==> src/rtl/mult4_4_ctrl_if.sv <==
// mult4_4_ctrl_if: handshake and datapath-control bundle between a requester,
// the 4x4 multiply sequencer and its 2x2-partial-product datapath.
interface mult4_4_ctrl_if;
    logic       start;
    logic [3:0] a_in;
    logic [3:0] b_in;
    logic       ready;
    logic       done;
    logic [3:0] op_a;
    logic [3:0] op_b;
    logic       a_sel;
    logic       b_sel;
    logic [1:0] ans_sel;
    logic       dp_rst;

    modport master (
        output start, a_in, b_in,
        input  ready, done, op_a, op_b, a_sel, b_sel, ans_sel, dp_rst
    );

    modport slave (
        input  start, a_in, b_in,
        output ready, done, op_a, op_b, a_sel, b_sel, ans_sel, dp_rst
    );
endinterface

==> src/rtl/mult4_4_ctrl.sv <==
// mult4_4_ctrl: Moore sequencer driving a 2x2 partial-product datapath through
// clear, four shifted accumulate steps and a one-cycle done pulse.
module mult4_4_ctrl (
    input  logic          clk,
    input  logic          rst,
    mult4_4_ctrl_if.slave bus
);
    typedef enum logic [2:0] {IDLE, CLR, PP0, PP1, PP2, PP3, DONE} state_e;

    state_e     state_q;
    logic [3:0] op_a_q, op_b_q;
    logic       ready_q, done_q, clr_q, a_sel_q, b_sel_q;
    logic [1:0] ans_sel_q;

    // Outputs are registered alongside the state they belong to.
    always_ff @(posedge clk) begin
        if (rst) begin
            state_q   <= IDLE;
            op_a_q    <= '0;
            op_b_q    <= '0;
            ready_q   <= 1'b1;
            done_q    <= 1'b0;
            clr_q     <= 1'b0;
            a_sel_q   <= 1'b0;
            b_sel_q   <= 1'b0;
            ans_sel_q <= 2'd0;
        end else begin
            case (state_q)
                IDLE: if (bus.start) begin
                    state_q <= CLR;
                    op_a_q  <= bus.a_in;
                    op_b_q  <= bus.b_in;
                    ready_q <= 1'b0;
                    clr_q   <= 1'b1;
                end
                CLR: begin
                    state_q   <= PP0;
                    clr_q     <= 1'b0;
                    a_sel_q   <= 1'b0;
                    b_sel_q   <= 1'b0;
                    ans_sel_q <= 2'd3;
                end
                PP0: begin
                    state_q   <= PP1;
                    a_sel_q   <= 1'b1;
                    b_sel_q   <= 1'b0;
                    ans_sel_q <= 2'd2;
                end
                PP1: begin
                    state_q   <= PP2;
                    a_sel_q   <= 1'b0;
                    b_sel_q   <= 1'b1;
                    ans_sel_q <= 2'd2;
                end
                PP2: begin
                    state_q   <= PP3;
                    a_sel_q   <= 1'b1;
                    b_sel_q   <= 1'b1;
                    ans_sel_q <= 2'd1;
                end
                PP3: begin
                    state_q   <= DONE;
                    done_q    <= 1'b1;
                    a_sel_q   <= 1'b0;
                    b_sel_q   <= 1'b0;
                    ans_sel_q <= 2'd0;
                end
                DONE: begin
                    state_q <= IDLE;
                    done_q  <= 1'b0;
                    ready_q <= 1'b1;
                end
                default: begin
                    state_q <= IDLE;
                    ready_q <= 1'b1;
                end
            endcase
        end
    end

    assign bus.ready   = ready_q;
    assign bus.done    = done_q;
    assign bus.op_a    = op_a_q;
    assign bus.op_b    = op_b_q;
    assign bus.a_sel   = a_sel_q;
    assign bus.b_sel   = b_sel_q;
    assign bus.ans_sel = ans_sel_q;
    // Reset also clears the datapath accumulator in the same cycle.
    assign bus.dp_rst  = rst | clr_q;
endmodule

==> src/flat_wrapper.sv <==
// flat-port wrapper written by rule: the top's interface ports become plain ports
module mult4_4_ctrl_flat 
  (clk, rst, bus_start, bus_a_in, bus_b_in, bus_ready, bus_done, bus_op_a, bus_op_b, bus_a_sel, bus_b_sel, bus_ans_sel, bus_dp_rst);
  mult4_4_ctrl_if bus_i ();
  input  logic clk;
  input  logic rst;
  input wire logic [$bits(bus_i.start)-1:0] bus_start;
  input wire logic [$bits(bus_i.a_in)-1:0] bus_a_in;
  input wire logic [$bits(bus_i.b_in)-1:0] bus_b_in;
  output wire logic [$bits(bus_i.ready)-1:0] bus_ready;
  output wire logic [$bits(bus_i.done)-1:0] bus_done;
  output wire logic [$bits(bus_i.op_a)-1:0] bus_op_a;
  output wire logic [$bits(bus_i.op_b)-1:0] bus_op_b;
  output wire logic [$bits(bus_i.a_sel)-1:0] bus_a_sel;
  output wire logic [$bits(bus_i.b_sel)-1:0] bus_b_sel;
  output wire logic [$bits(bus_i.ans_sel)-1:0] bus_ans_sel;
  output wire logic [$bits(bus_i.dp_rst)-1:0] bus_dp_rst;
  assign bus_i.start = bus_start;
  assign bus_i.a_in = bus_a_in;
  assign bus_i.b_in = bus_b_in;
  assign bus_ready = bus_i.ready;
  assign bus_done = bus_i.done;
  assign bus_op_a = bus_i.op_a;
  assign bus_op_b = bus_i.op_b;
  assign bus_a_sel = bus_i.a_sel;
  assign bus_b_sel = bus_i.b_sel;
  assign bus_ans_sel = bus_i.ans_sel;
  assign bus_dp_rst = bus_i.dp_rst;
  mult4_4_ctrl u_core (.clk(clk), .rst(rst), .bus(bus_i));
endmodule
==> config.mk <==
export PLATFORM = sky130hd
export DESIGN_NAME = mult4_4_ctrl_flat
export DESIGN_NICKNAME = d
export VERILOG_FILES = /design/src/rtl/mult4_4_ctrl_if.sv /design/src/rtl/mult4_4_ctrl.sv /design/src/flat_wrapper.sv
export SDC_FILE = /design/constraint.sdc
export NUM_CORES = 1
export LEC_CHECK = 0
export CAP_MARGIN = 20
export CORE_MARGIN = 5
export CORE_UTILIZATION = 45
export CTS_CLUSTER_SIZE = 25
export DETAILED_ROUTE_END_ITERATION = 10
export PLACE_DENSITY = 0.81
export SYNTH_ARGS = -nofsm -noshare
export SYNTH_HDL_FRONTEND = slang
export SYNTH_SLANG_ARGS = --single-unit
==> constraint.sdc <==
create_clock -name clk -period 2.77 [get_ports clk]
set_input_delay 0.831 -clock clk [delete_from_list [all_inputs] [get_ports clk]]
set_output_delay 0.831 -clock clk [all_outputs]
set_load 0.05 [all_outputs]
Word-level counts from Yosys, hierarchy flattened
Index checks and enable logic that the tools add are counted.
- equal/unequal tests: 7
- muxes and demuxes: 10
- bitwise logic cells: 2
- reduce and logical (&&, ||, !) cells: 15
- operator list (cell ; number):
    $pmux 3 s6 ; 1
    $pmux 1 s2 ; 5
    $eq 3x3->1 const B ; 3
    $pmux 2 s4 ; 1
    $reduce_bool 2->1 ; 4
    $eq 3x2->1 const B ; 2
    $reduce_and 2->1 ; 3
    $reduce_or 2->1 ; 3
    $reduce_or 3->1 ; 2
    $reduce_or 5->1 ; 1
    $reduce_bool 4->1 ; 1
    $eq 3x1->1 const B ; 1
    $logic_not 3->1 ; 1
    $mux 3 ; 1
    $mux 1 ; 2
    $ne 2x2->1 const B ; 1
    $not 1->1 ; 1
    $or 1x1->1 ; 1
- register bits: 18
- input bits: 11
- output and inout bits: 15

Depth between registers and ports, before layout
- depth in word-level cells: 4
- depth in mapped cells: 4

Worst setup path before layout
Ideal clock, no wire load.
- path type: in2out
- from: in rst
- to: out bus_dp_rst
- arrival: 1.413 ns
- setup slack: 0.526 ns
- cell stages on the path: 2
- buffers on the path: 1
- cells stage by stage: clkbuf_1 or2_2
- cells in the longest elaborated chain, start to end: 1
- RTL lines (element ; RTL line ; RTL):
    from (decl) ; flat_wrapper.sv:6 ; input logic rst;
    $or 1x1->1 ; mult4_4_ctrl.sv:89 ; assign bus.dp_rst = rst | clr_q;
    to (decl) ; flat_wrapper.sv:17 ; output wire logic [$bits(bus_i.dp_rst)-1:0] bus_dp_rst;
Every way passes these cells.

Final worst setup path
Ends and elaborated chain as after synthesis.

==> flow_summary.ini <==
[power]
peakVddDrop_mv = 0.554
leakage_nw = 0.372
p_total_mw = 0.636
powerDensity_nw_per_um2 = 635

[setup_path]
crit_arrival_ns = 1.71
ff2ff_setup_slack_ns = 1.16
path_delay_family = buffers and inverters
cp.required_ns = 1.94
startpoint_type = input port
worstPathCellList = clkdlybuf4s50_1 -> or2_2 -> buf_12
cpMaxStageDelayCell = clkdlybuf4s50_1
critPathBufInv = 2
critPathKind = in -> out
crit_fanout = 2
crit_path_max_incr_delay_ns = 0.41
end_kind = output pin

[yosys]
synthTopCellsByArea = dfxtp_1, nand2_1, a21oi_1, nor2_1, nor2b_1
synth_cells = 82
yosysSeqAreaShare = 0.518
yosys_warnings = 0
avgSynthCellArea_um2 = 8.48
yosysUniqueCellTypes = 23
synth-seq-cells = 18
synth_top_area_frac = 0.518
yosysTopAreaCell = dfxtp_1
syn-num-nets = 93
synthesis.area_um2 = 696

[cts]
postCtsSetupBuffers = 0
hold_buffers = 0
clkLatencyLatePin_ns = 0.28
cts_max_level = 1
clock_sinks = 18
cts_tree = done
cts_inserted_buffers = 3
clockBufferDepth = 2
cts-resized-gates = 0
path_clk_slew_ns = 0.10
root_buffer = clkbuf_4

[sta]
timing.fmax_mhz = 394
drv_slew = 0
fin_hold_ws_ns = 0.462
skew_ns = 0.000826
fin_crit_ns = 2.54
fin_tns_setup_ns = 0
setup-violations-final = 0
hold_viol_final = 0
fin_crit_sh = 0.916
rsz0062_at_grt = false
slew_headroom = 0.662
tightestPinTransition_ns = 0.505

[route]
drcViolationCount = 0
drtPass1Iterations = 4
wl_per_cell_um = 12.8
drt-vias-per-instance = 5.23
routed_wl_um = 1580
ant_nets = 0
drt_iter0_markers = 16
via_count = 643

[job]
cap_violations = 0

[place]
portBuffers = 25
gp_congestion = 0.682
place_area_um2 = 965
hpwl_um = 1110

[grt]
antenna_found_initial = 0
grt_start_max_net_pins = 19
grt_pass1_vias = 644
grt_pass1_wl_um = 2720
grt_usage = 0.138
overflow = 0

[layout]
syn2layout_area_growth_pct = 43.9
fillerInstances = 125
antenna_cells = 0
drive_above_1_share = 0.103
postLayoutCellArea_um2 = 1000
mostFrequentLayoutCell = clkdlybuf4s50_1
nNetsFinal = 119
layout_common_cells = clkdlybuf4s50_1, nand2_1, dfxtp_1

[hold_path]
hold_class = reg -> reg

[die]
die_y_um = 49.3
start_util = 0.467
io_pins = 26
fp.coreArea_um2 = 1490
dieArea_um2 = 2430
rows = 14
fp.dieW_um = 49.3

[status]
status = finished, final reports clean
-- state kept, by name, summed over array words and instances (netlist names) --
signal,cells
u_core.bus.ans_sel,2
u_core.bus.a_sel,1
u_core.bus.op_b,4
u_core.bus.b_sel,1
u_core.state_q,3
u_core.bus.ready,1
u_core.clr_q,1
u_core.bus.done,1
u_core.bus.op_a,4
-- worst paths after layout --
kind                           start                  to  cells past startpoint
setup reg to reg   u_core.state_q[2]    u_core.bus.ready                      2
hold / removal    u_core.bus.op_a[3]  u_core.bus.op_a[3]                      2
hold reg to reg   u_core.bus.op_a[3]  u_core.bus.op_a[3]                      2
setup / recovery                 rst          bus_dp_rst                      3
-- layer usage --
layer | track usage | part of all wire | up-vias
met3 | 0.0183 | 0.040 | 2
met1 | 0.174 | 0.43 | 292
met2 | 0.234 | 0.51 | 20
met4 | 0.0538 | 0.012 | 0
li1 | - | - | 329
met5 | 0 | 0 | -
-- power by group --
group	leakage [nW]	switching, mW	internal (mW)	total (mW)
Clock	0.0210	0.0766	0.0799	0.157
Sequential	0.148	0.0197	0.281	0.300
Combinational	0.203	0.106	0.0732	0.179
Total	0.372	0.202	0.434	0.636
-- kinds of logic (layout without fill, tap and decap cells) --
group,Yosys count,after routing,synth area share
buffers and inverters,7,32,0.0432
DFF,18,18,0.518
and+or+nand+nor,39,39,0.282
AOI/OAI and AO/OA,18,18,0.156
-- layout make-up --
type | instances | area (um2) | area share
inverter | 1 | 3.75 | 0.00375
timing repair buffer | 27 | 275 | 0.275
clock buffer | 4 | 36.3 | 0.0363
multi-input combinational | 57 | 305 | 0.305
sequential | 18 | 360 | 0.360
tap | 16 | 20.0 | 0.0200
-- metrics by stage --
| step | util | setup WS [ns] | cells |
|---|---|---|---|
| after global routing | 0.672 | 0.197 | 123 |
| after global placement | 0.648 | 0.240 | 119 |
| after CTS | 0.672 | 0.228 | 123 |
| final | 0.672 | 0.233 | 123 |
| after floorplan | - | 0.526 | 82 |
| after detailed placement | 0.648 | 0.236 | 119 |
-- worst register-to-register path: stages, from the launching register on --
cell and delay, ns:
dfxtp_1 0.44, or4b_1 0.73, a221o_1 0.34
-- cell usage after synthesis, drive strengths merged --
cell type	instances
nor4b	2
a221oi	1
nor4	1
or4b	1
dfxtp	18
buf	4
or3	1
nor2b	3
nand2	18
a211oi	2
clkbuf	2
nor2	6
a21oi	12
a221o	1
nor3b	1
nor3	3
o21ba	1
or2	2
nand2b	1
o21ai	1
inv	1
Power figures use the tool's default switching activity.
==> RTL change: new RTL, config.mk and constraints unchanged <==
The 7 states of `state_e` get a one-hot encoding in 7 bits.
--- a/src/rtl/mult4_4_ctrl.sv
+++ b/src/rtl/mult4_4_ctrl.sv
@@ -5,7 +5,7 @@
     input  logic          rst,
     mult4_4_ctrl_if.slave bus
 );
-    typedef enum logic [2:0] {IDLE, CLR, PP0, PP1, PP2, PP3, DONE} state_e;
+    typedef enum logic [6:0] {IDLE = 7'b0000001, CLR = 7'b0000010, PP0 = 7'b0000100, PP1 = 7'b0001000, PP2 = 7'b0010000, PP3 = 7'b0100000, DONE = 7'b1000000} state_e;
 
     state_e     state_q;
     logic [3:0] op_a_q, op_b_q;
Behaviour: no difference found for any inputs over 10 cycles, from zero or initial values and one cycle with rst high; not proved beyond that.
==> RTL change against the unedited design <==
Die area is 36% higher; synthesized area is 47% higher; register-to-register slack worse by 0.09 ns; power is 8.7% higher; sequential cell count is 4 higher; routed wire length is 41% higher; core utilization is 7.3 points lower; clock power is 9% higher; final area is 31% higher; first-iteration DRC count is 25% lower; global-route usage is 0.41 points higher; setup slack worse by 0.052 ns; highest routed layer is now met3.
==> RTL change: results (changes against the unedited design) <==
* Status: finished, final reports clean
* Drt wl/cell at 13.7 um (+7.1%)
* Final nets at 146 (+23%)
* Clock transition at path regs at 0.12 ns (+0.02 ns)
* Synth top area cells: dfxtp_1 43%, mux2i_1 7.9%, nor2_1 6.6%
* Yosys warning count at 0 (unchanged)
* PD cells at 526 nW/um2 (-17%)
* Routed met1 length at 1020 um (+49%)
* Via density at 5.56 (+6.4%)
* Leak Pwr at 0.533 nW (+43%)
* Clk_lat worst skew at 0.30 ns (+0.02 ns)
* Max_slew headroom at 0.655 (-0.00716)
* Met1 Use GR at 0.168 (-0.00623)
* Met3 Use GR at 0.0498 (+0.0314)
* R2r worst-path depth at 4 (+2)
* Place WS at 0.180 ns (-0.0560 ns)
* Gpl congestion at 0.854 (+25%)
* N_diodes at 0 (unchanged)
* VDD IR-drop max at 0.343 mV (-38%)
* Ratio of cells with drive above 1 in the final layout at 0.0896 (-0.0133)
* Placed inst area at 1280 um2 (+32%)
* H-tree Lvls at 1 (unchanged)
* Mapped Avg Cell Area at 9.19 um2 (+8.3%)
* Max layer used: met3
* Layout Skew at 0.00243 ns (+0.00161 ns)
* Root Buffer: clkbuf_4
* Initial antenna violation count at 0 (unchanged)
* Met2 routed WL at 1030 um (+27%)
* Top delay family on crit path: buffers and inverters
* GRT met2 Usage at 0.242 (+0.00803)
* CP max stage delay at 0.45 ns (+0.04 ns)
* Asr flop ratio synth at 0 (unchanged)
* CP Data Arrival Time at 1.76 ns (+0.05 ns)
* Initial DRC count at 12 (-4)
* Synthesized Nets at 122 (+31%)
* Fillers at 208 (+66%)
* HPWL after DPL at 1650 um (+48%)
* GRT Util Overall at 0.142 (+0.00405)
* Commonest cells in the synthesized netlist: 22 x dfxtp_1, 18 x nor2_1, 8 x mux2i_1, 7 x nor3_1, 4 x o21ai_0
* Number of cells on the worst hold path at 2 (unchanged)
* Largest net degree at the start of global routing at 22 (+3)
* Seq/Total Area, Yosys at 0.432 (-0.0861)
* Vias in the first global route at 892 (+39%)
* Fin cells at 162 (+32%)
* Post-synth cell types at 40 (+74%)
* Max reg flops at 7
* First-pass GRT wire length at 3840 um (+41%)
* Setup TNS Final at 0 ns (unchanged)
* Critical path's slowest cell: clkdlybuf4s50_1
* DR WL met3 at 174 um (+180%)
* CP Max Fanout at 2 (unchanged)
[RTL change: cell families after synthesis]
kind of cell    synth area share
simple gates               0.265
flops                      0.432
compound gates             0.144
buf+inv                   0.0552
mux                       0.0785
xor+xnor                  0.0258
[RTL change: path summary, 6_finish.rpt]
check	from	end	slack, ns
hold reg to reg	u_core.clr_q	u_core.clr_q	0.47
setup reg to reg	u_core.state_q[3]	u_core.bus.ready	1.07
hold / removal	u_core.clr_q	u_core.clr_q	0.47
setup / recovery	rst	bus_dp_rst	0.18
[RTL change: report_power, final]
group,leakage [nW],internal [W],switching [W]
Clock,0.0210,0.0000801,0.0000909
Sequential,0.180,0.000335,0.0000157
Combinational,0.333,0.0000717,0.0000980
Total,0.533,0.000486,0.000205
[RTL change: cell type report]
type,count,area share
Multi-Input combinational cell,80,0.398
Sequential cell,22,0.335
Timing Repair Buffer,27,0.210
Clock buffer,4,0.0276
Tap cell,28,0.0267
Inverter,1,0.00286
